<file path="config.mk">
export PLATFORM = sky130hd
export DESIGN_NAME = axi_stream_extract_header
export DESIGN_NICKNAME = d
export VERILOG_FILES = /design/src/rtl/axis_hdr_pkg.sv /design/src/rtl/axis_byte_merge.sv /design/src/rtl/axi_stream_extract_header.sv
export SDC_FILE = /design/constraint.sdc
export NUM_CORES = 1
export LEC_CHECK = 0
export CAP_MARGIN = 20
export CORE_UTILIZATION = 48
export DETAILED_ROUTE_END_ITERATION = 10
export PLACE_DENSITY = 0.82
export SYNTH_ARGS = -nofsm -noshare
export SYNTH_HDL_FRONTEND = slang
export SYNTH_SLANG_ARGS = --single-unit
</file>
<file path="constraint.sdc">
create_clock -name clk -period 2.9 [get_ports clk]
set_input_delay 0.87 -clock clk [delete_from_list [all_inputs] [get_ports clk]]
set_output_delay 0.87 -clock clk [all_outputs]
set_load 0.01 [all_outputs]
</file>
<file path="src/rtl/axis_hdr_pkg.sv">
// Shared types and byte-shift helpers for the AXI Stream header extractor.
package axis_hdr_pkg;

    localparam int unsigned DEF_DATA_WD = 32;
    localparam int unsigned MAX_DATA_WD = 512;
    localparam int unsigned MAX_BYTE_WD = MAX_DATA_WD / 8;

    typedef enum logic [1:0] {
        IDLE  = 2'd0,
        HEAD  = 2'd1,
        BODY  = 2'd2,
        FLUSH = 2'd3
    } state_t;

    // Data and keep travel together so one shift moves both consistently.
    typedef struct packed {
        logic [MAX_DATA_WD-1:0] data;
        logic [MAX_BYTE_WD-1:0] keep;
    } wide_beat_t;

    function automatic wide_beat_t byte_shift_l(input wide_beat_t b, input int unsigned n);
        wide_beat_t r;
        r.data = b.data << (8 * n);
        r.keep = b.keep << n;
        return r;
    endfunction

    function automatic wide_beat_t byte_shift_r(input wide_beat_t b, input int unsigned n);
        wide_beat_t r;
        r.data = b.data >> (8 * n);
        r.keep = b.keep >> n;
        return r;
    endfunction

    function automatic int unsigned popcount(input logic [MAX_BYTE_WD-1:0] k);
        int unsigned c;
        c = 0;
        for (int unsigned i = 0; i < MAX_BYTE_WD; i++) begin
            c = c + 32'(k[i]);
        end
        return c;
    endfunction

endpackage

</file>
<file path="src/rtl/axis_byte_merge.sv">
// Splits an input beat at the header boundary: right-shifted part (header or
// merge tail) and left-shifted part (next residual), merged with the old residual.
module axis_byte_merge
    import axis_hdr_pkg::*;
#(
    parameter int unsigned DATA_WD      = DEF_DATA_WD,
    parameter int unsigned DATA_BYTE_WD = DATA_WD / 8,
    parameter int unsigned LEN_WD       = $clog2(DATA_BYTE_WD) + 1
) (
    input  logic [DATA_WD-1:0]      res_data,
    input  logic [DATA_BYTE_WD-1:0] res_keep,
    input  logic [DATA_WD-1:0]      data,
    input  logic [DATA_BYTE_WD-1:0] keep,
    input  logic [LEN_WD-1:0]       hdr_len,
    output logic [DATA_WD-1:0]      shr_data_c,
    output logic [DATA_BYTE_WD-1:0] shr_keep_c,
    output logic [DATA_WD-1:0]      merge_data_c,
    output logic [DATA_BYTE_WD-1:0] merge_keep_c,
    output logic [DATA_WD-1:0]      next_data_c,
    output logic [DATA_BYTE_WD-1:0] next_keep_c
);

    logic [DATA_WD-1:0] masked;
    wide_beat_t         in_w;
    wide_beat_t         shr;
    wide_beat_t         shl;

    // Lanes without keep are zeroed before shifting so they never leak out.
    always_comb begin
        masked = '0;
        for (int unsigned i = 0; i < DATA_BYTE_WD; i++) begin
            masked[8*i +: 8] = keep[i] ? data[8*i +: 8] : 8'h00;
        end
        in_w      = '0;
        in_w.data = MAX_DATA_WD'(masked);
        in_w.keep = MAX_BYTE_WD'(keep);
        shr       = byte_shift_r(in_w, DATA_BYTE_WD - 32'(hdr_len));
        shl       = byte_shift_l(in_w, 32'(hdr_len));

        shr_data_c   = DATA_WD'(shr.data);
        shr_keep_c   = DATA_BYTE_WD'(shr.keep);
        merge_data_c = res_data | shr_data_c;
        merge_keep_c = res_keep | shr_keep_c;
        next_data_c  = DATA_WD'(shl.data);
        next_keep_c  = DATA_BYTE_WD'(shl.keep);
    end

endmodule

</file>
<file path="src/rtl/axi_stream_extract_header.sv">
// Strips a 1..W byte header from each packet onto a header channel and realigns the payload.
// Optional AXIS_EXTRACT_SHORT_ERR_EN adds err_header for a short first beat.
module axi_stream_extract_header
    import axis_hdr_pkg::*;
#(
    parameter int unsigned DATA_WD      = DEF_DATA_WD,
    parameter int unsigned DATA_BYTE_WD = DATA_WD / 8,
    parameter int unsigned BYTE_CNT_WD  = $clog2(DATA_BYTE_WD)
) (
    input  logic                    clk,
    input  logic                    rst_n,
    input  logic                    valid_in,
    input  logic [DATA_WD-1:0]      data_in,
    input  logic [DATA_BYTE_WD-1:0] keep_in,
    input  logic                    last_in,
    output logic                    ready_in,
    input  logic                    valid_extract,
    input  logic [BYTE_CNT_WD-1:0]  byte_extract_cnt,
    output logic                    ready_extract,
    output logic                    valid_header,
    output logic [DATA_WD-1:0]      data_header,
    output logic [DATA_BYTE_WD-1:0] keep_header,
`ifdef AXIS_EXTRACT_SHORT_ERR_EN
    output logic                    err_header,
`endif
    input  logic                    ready_header,
    output logic                    valid_out,
    output logic [DATA_WD-1:0]      data_out,
    output logic [DATA_BYTE_WD-1:0] keep_out,
    output logic                    last_out,
    input  logic                    ready_out
);

    localparam int unsigned LEN_WD = BYTE_CNT_WD + 1;

    state_t                  state;
    state_t                  state_nxt;
    logic [LEN_WD-1:0]       hdr_len;
    logic [DATA_WD-1:0]      res_data;
    logic [DATA_BYTE_WD-1:0] res_keep;

    logic [DATA_WD-1:0]      shr_data_c;
    logic [DATA_BYTE_WD-1:0] shr_keep_c;
    logic [DATA_WD-1:0]      merge_data_c;
    logic [DATA_BYTE_WD-1:0] merge_keep_c;
    logic [DATA_WD-1:0]      next_data_c;
    logic [DATA_BYTE_WD-1:0] next_keep_c;

    logic out_free_c;
    logic hdr_free_c;
    logic cmd_fire_c;
    logic in_fire_c;
    logic next_res_nz_c;

    assign out_free_c    = ~valid_out | ready_out;
    assign hdr_free_c    = ~valid_header | ready_header;
    assign cmd_fire_c    = valid_extract & ready_extract;
    assign in_fire_c     = valid_in & ready_in;
    assign next_res_nz_c = |next_keep_c;

    axis_byte_merge #(
        .DATA_WD      (DATA_WD),
        .DATA_BYTE_WD (DATA_BYTE_WD),
        .LEN_WD       (LEN_WD)
    ) u_merge (
        .res_data     (res_data),
        .res_keep     (res_keep),
        .data         (data_in),
        .keep         (keep_in),
        .hdr_len      (hdr_len),
        .shr_data_c   (shr_data_c),
        .shr_keep_c   (shr_keep_c),
        .merge_data_c (merge_data_c),
        .merge_keep_c (merge_keep_c),
        .next_data_c  (next_data_c),
        .next_keep_c  (next_keep_c)
    );

    always_ff @(posedge clk or negedge rst_n) begin
        if (!rst_n) state <= IDLE;
        else        state <= state_nxt;
    end

    always_comb begin
        state_nxt = state;
        case (state)
            IDLE:  if (cmd_fire_c) state_nxt = HEAD;
            HEAD:  if (in_fire_c) begin
                       if (!last_in)           state_nxt = BODY;
                       else if (next_res_nz_c) state_nxt = FLUSH;
                       else                    state_nxt = IDLE;
                   end
            BODY:  if (in_fire_c && last_in) state_nxt = next_res_nz_c ? FLUSH : IDLE;
            FLUSH: if (out_free_c) state_nxt = IDLE;
            default: state_nxt = IDLE;
        endcase
    end

    always_comb begin
        ready_extract = 1'b0;
        ready_in      = 1'b0;
        case (state)
            IDLE:    ready_extract = 1'b1;
            HEAD:    ready_in      = hdr_free_c & out_free_c;
            BODY:    ready_in      = out_free_c;
            default: ready_in      = 1'b0;
        endcase
    end

    always_ff @(posedge clk or negedge rst_n) begin
        if (!rst_n)          hdr_len <= '0;
        else if (cmd_fire_c) hdr_len <= LEN_WD'(byte_extract_cnt) + LEN_WD'(1);
    end

    // Header register: loaded from the first beat, drains independently.
    always_ff @(posedge clk or negedge rst_n) begin
        if (!rst_n) begin
            valid_header <= 1'b0;
            data_header  <= '0;
            keep_header  <= '0;
`ifdef AXIS_EXTRACT_SHORT_ERR_EN
            err_header   <= 1'b0;
`endif
        end else if (in_fire_c && state == HEAD) begin
            valid_header <= 1'b1;
            data_header  <= shr_data_c;
            keep_header  <= shr_keep_c;
`ifdef AXIS_EXTRACT_SHORT_ERR_EN
            err_header   <= popcount(MAX_BYTE_WD'(shr_keep_c)) < 32'(hdr_len);
`endif
        end else if (ready_header) begin
            valid_header <= 1'b0;
        end
    end

    always_ff @(posedge clk or negedge rst_n) begin
        if (!rst_n) begin
            valid_out <= 1'b0;
            data_out  <= '0;
            keep_out  <= '0;
            last_out  <= 1'b0;
        end else if (in_fire_c && state == BODY) begin
            valid_out <= 1'b1;
            data_out  <= merge_data_c;
            keep_out  <= merge_keep_c;
            last_out  <= last_in & ~next_res_nz_c;
        end else if (state == FLUSH && out_free_c) begin
            valid_out <= 1'b1;
            data_out  <= res_data;
            keep_out  <= res_keep;
            last_out  <= 1'b1;
        end else if (ready_out) begin
            valid_out <= 1'b0;
        end
    end

    // Residual holds the tail bytes of the last accepted beat awaiting the next one.
    always_ff @(posedge clk or negedge rst_n) begin
        if (!rst_n) begin
            res_data <= '0;
            res_keep <= '0;
        end else if (in_fire_c) begin
            res_data <= next_data_c;
            res_keep <= next_keep_c;
        end else if (state == FLUSH && out_free_c) begin
            res_data <= '0;
            res_keep <= '0;
        end
    end

endmodule

</file>
==> flow_summary.yaml <==
sta:
  hold_viol_final: 0
  finClkSkew_ps: 13.3
  fmax_mhz: 358
  slew_viol_final: 0
  grt_setup_unrepaired: "no"
  setup_viol: 0
  period_share_pct: 96.4
  relSlewSlack_pct: 56.4
  setup_ws_ps: 104
  worst_pin_slew_ps: 654
  min_period_ps: 2800
global_routing:
  grt_pass1_vias: 5539
  grt_max_degree: 57
  antenna_found_initial: 0
  grt-ovfl-total: 0
  grt.total_usage_pct: 32.2
  grt_pass1_wl_um: 30900
route:
  routedWlPerCell_um: 20.7
  vias: 5680
  vias_per_cell: 5.99
  first_iter_violations: 545
  drt_pass1_iterations: 6
  drc: 0
  wl_um: 19600
  ant_nets: 0
clock_network:
  h-tree-depth: 4
  cts_buffers: 17
  clk_latency_ps: 410
  clock-sinks: 116
  cts_tree: "done"
  clk_path_buf_depth: 2
  cts_hold_buf: 0
  clk_pin_slew_ps: 60
  cts-root-buf: "clkbuf_16"
floorplan:
  chipWidth_um: 113
  start_util_pct: 49.3
  coreArea_um2: 12000
  num_rows: 40
  dieArea_um2: 12800
  fp.dieH_um: 113
  ioPinCount: 122
cells_and_area:
  syn_to_final_growth_pct: 36.9
  n_antenna_cell: 0
  fillers: 952
  fin_cells: 948
  drive_gt1_share_pct: 13.7
  finalNetCount: 839
critical_path:
  cp_slowest_cell: "clkdlybuf4s50_1"
  critPathCaptureType: "primary output"
  cpPeakStageDelay_ps: 390
  critPathMaxFanout: 2
  path_buf_inv: 2
  worstSetupStartpointType: "primary input"
  path_depth: 5
  cp.arrival_ps: 1930
  crit_type: "primary input to primary output"
  ff2ff_path_depth: 7
  required_ps: 2030
  crit_chain: "clkdlybuf4s50_1 > nand2b_1 > a21oi_2 > nor2_1 > dlygate4sd2_1"
  crit_family: "buffers and inverters"
yosys:
  synth_flop_cell: "dfrtp_1"
  ys_seq_elements: 116
  synthSimpleGateAreaFrac_pct: 19.1
  synth_cell_types: 57
  synth_edf_count: 0
  synth_top_family_by_area: "compound AO/OA/AOI/OAI gates"
  postSynthAreaPerCell_um2: 9.14
  syn_inst: 648
  synth-seq-area-share_pct: 49.0
  synthMuxAreaShare_pct: 1.61
  ys_warn_count: 0
  async_reset_ff_share_pct: 100
  synth_xor_xnor_area_share_pct: 0.275
  syn-num-nets: 699
  netlist_area_um2: 5920
  synth_compound_area_share_pct: 24.3
  synthAdderAreaFrac_pct: 1.27
pwr:
  p_leak_nw: 3.59
  vdd_drop_max_v: 0.000680
  power.density_nw_per_um2: 1190
  power.total_w: 0.00965
place:
  gp_congestion: 0.967
  placedCellCount: 916
  pre_cts_ws_ps: -140
  portBuffers: 121
  dp_hpwl_um: 14700
worst_hold_path:
  hold_class: "primary input to asynchronous set/reset pin"
run:
  maxCapViolations: 0
outcome:
  status: "finished clean"
-- logic make-up (layout without fill, tap and decap cells) --
logic type | after synthesis | count (layout)
adder cells (fa/ha/maj) | 6 | 6
XOR/XNOR | 1 | 1
multiplexers | 9 | 9
AND/OR/NAND/NOR | 247 | 247
AO/OA/AOI/OAI | 215 | 215
flip-flops | 116 | 116
buffers and inverters | 54 | 207
-- through the flow --
stage	hold slack (ps)	TNS, ps	utilization (%)	cell area [µm²]
2_1_floorplan	439	0	-	5920
3_3_place_gp	462	-126	62.3	7480
3_5_place_dp	468	-140	62.3	7480
4_1_cts	481	0	67.5	8100
5_1_grt	497	0	67.5	8100
6_report	478	0	67.5	8100
-- report_power, final --
| part | switching, W | total, W | leakage (nW) | internal [W] |
|---|---|---|---|---|
| clock | 0.000788 | 0.00220 | 0.301 | 0.00141 |
| sequential | 0.000392 | 0.00264 | 1.52 | 0.00224 |
| combinational | 0.00277 | 0.00482 | 1.77 | 0.00205 |
-- per-layer routing --
| layer | part of all wire (%) | GRT usage [%] | up-vias |
|---|---|---|---|
| met1 | 42 | 43.1 | 2760 |
| met4 | 2.9 | 12.4 | 0 |
| met2 | 48 | 51.7 | 273 |
| met5 | 0 | 0 | - |
| li1 | - | - | 2600 |
| met3 | 7.4 | 6.37 | 47 |
-- flip-flops by register name (all words and copies together), names as in the netlist --
| register | flops |
|---|---|
| valid_header | 1 |
| res_keep | 4 |
| keep_header | 4 |
| data_header | 32 |
| keep_out | 4 |
| data_out | 32 |
| hdr_len | 3 |
| res_data | 32 |
| state | 2 |
| valid_out | 1 |
| last_out | 1 |
-- synth_stat cells, drive strengths merged, types with 2 or more instances --
cell | number | area [µm²]
nand2b | 4 | 25.0
a31oi | 2 | 12.5
nor2 | 63 | 246
o22ai | 30 | 188
nor2b | 5 | 31.3
nand3 | 39 | 230
mux2 | 4 | 45.0
nand2 | 121 | 472
a21bo | 7 | 70.1
o2111ai | 2 | 23.8
o31ai | 7 | 52.6
a21o | 9 | 67.6
clkbuf | 26 | 97.6
a22o | 17 | 149
ha | 6 | 75.1
inv | 7 | 26.3
buf | 21 | 138
o41ai | 2 | 17.5
nor3 | 2 | 21.3
and2 | 3 | 18.8
o2bb2ai | 26 | 228
mux2i | 5 | 50.1
dfrtp | 116 | 2900
o21ai | 51 | 267
nand4 | 2 | 12.5
nand3b | 2 | 27.5
a21oi | 53 | 269
-- worst paths after layout --
check | startpoint | endpoint | slack (ps)
hold / removal | rst_n | data_out[17] | 480
hold reg to reg | data_header[22] | data_header[22] | 480
min in group clk | data_header[22] | data_header[22] | 480
max in group asynchronous | rst_n | res_data[14] | 1730
setup / recovery | ready_header | ready_in | 100
setup reg to reg | hdr_len[0] | data_out[1] | 530
-- timing repair --
item	CTS	global route
setup buffers	0	0
resized for setup	1	0
setup endpoints to repair	1	0
-- cells in the final DEF, fill, tap and decap left out, types with 26 or more instances in the layout --
master           synthesis  final
nand2_1                114    114
nor2_1                  61     61
clkdlybuf4s50_1          0    119
o21ai_1                 29     29
o22ai_1                 30     30
buf_4                    3     45
dfrtp_1                116    116
o2bb2ai_1               26     26
nand3_1                 32     32
a21oi_1                 52     52
-- area by class of cell --
| class | instances | area (µm²) | area share, % |
|---|---|---|---|
| Sequential cell | 116 | 2900 | 35.8 |
| Multi-Input combinational cell | 478 | 2770 | 34.2 |
| Timing Repair Buffer | 168 | 1600 | 19.7 |
| Clock buffer | 19 | 453 | 5.59 |
| Tap cell | 147 | 184 | 2.27 |
| Clock inverter | 13 | 171 | 2.12 |
| Inverter | 7 | 26.3 | 0.324 |
-- worst reg2reg max path: stages, from the launching register on --
cell	delay, ps
dfrtp_1	390
inv_2	220
ha_1	320
or2_1	280
o21a_1	410
a21oi_1	80
o2bb2ai_1	400
o22ai_1	130
No activity file was read; power rests on OpenSTA's default activity.
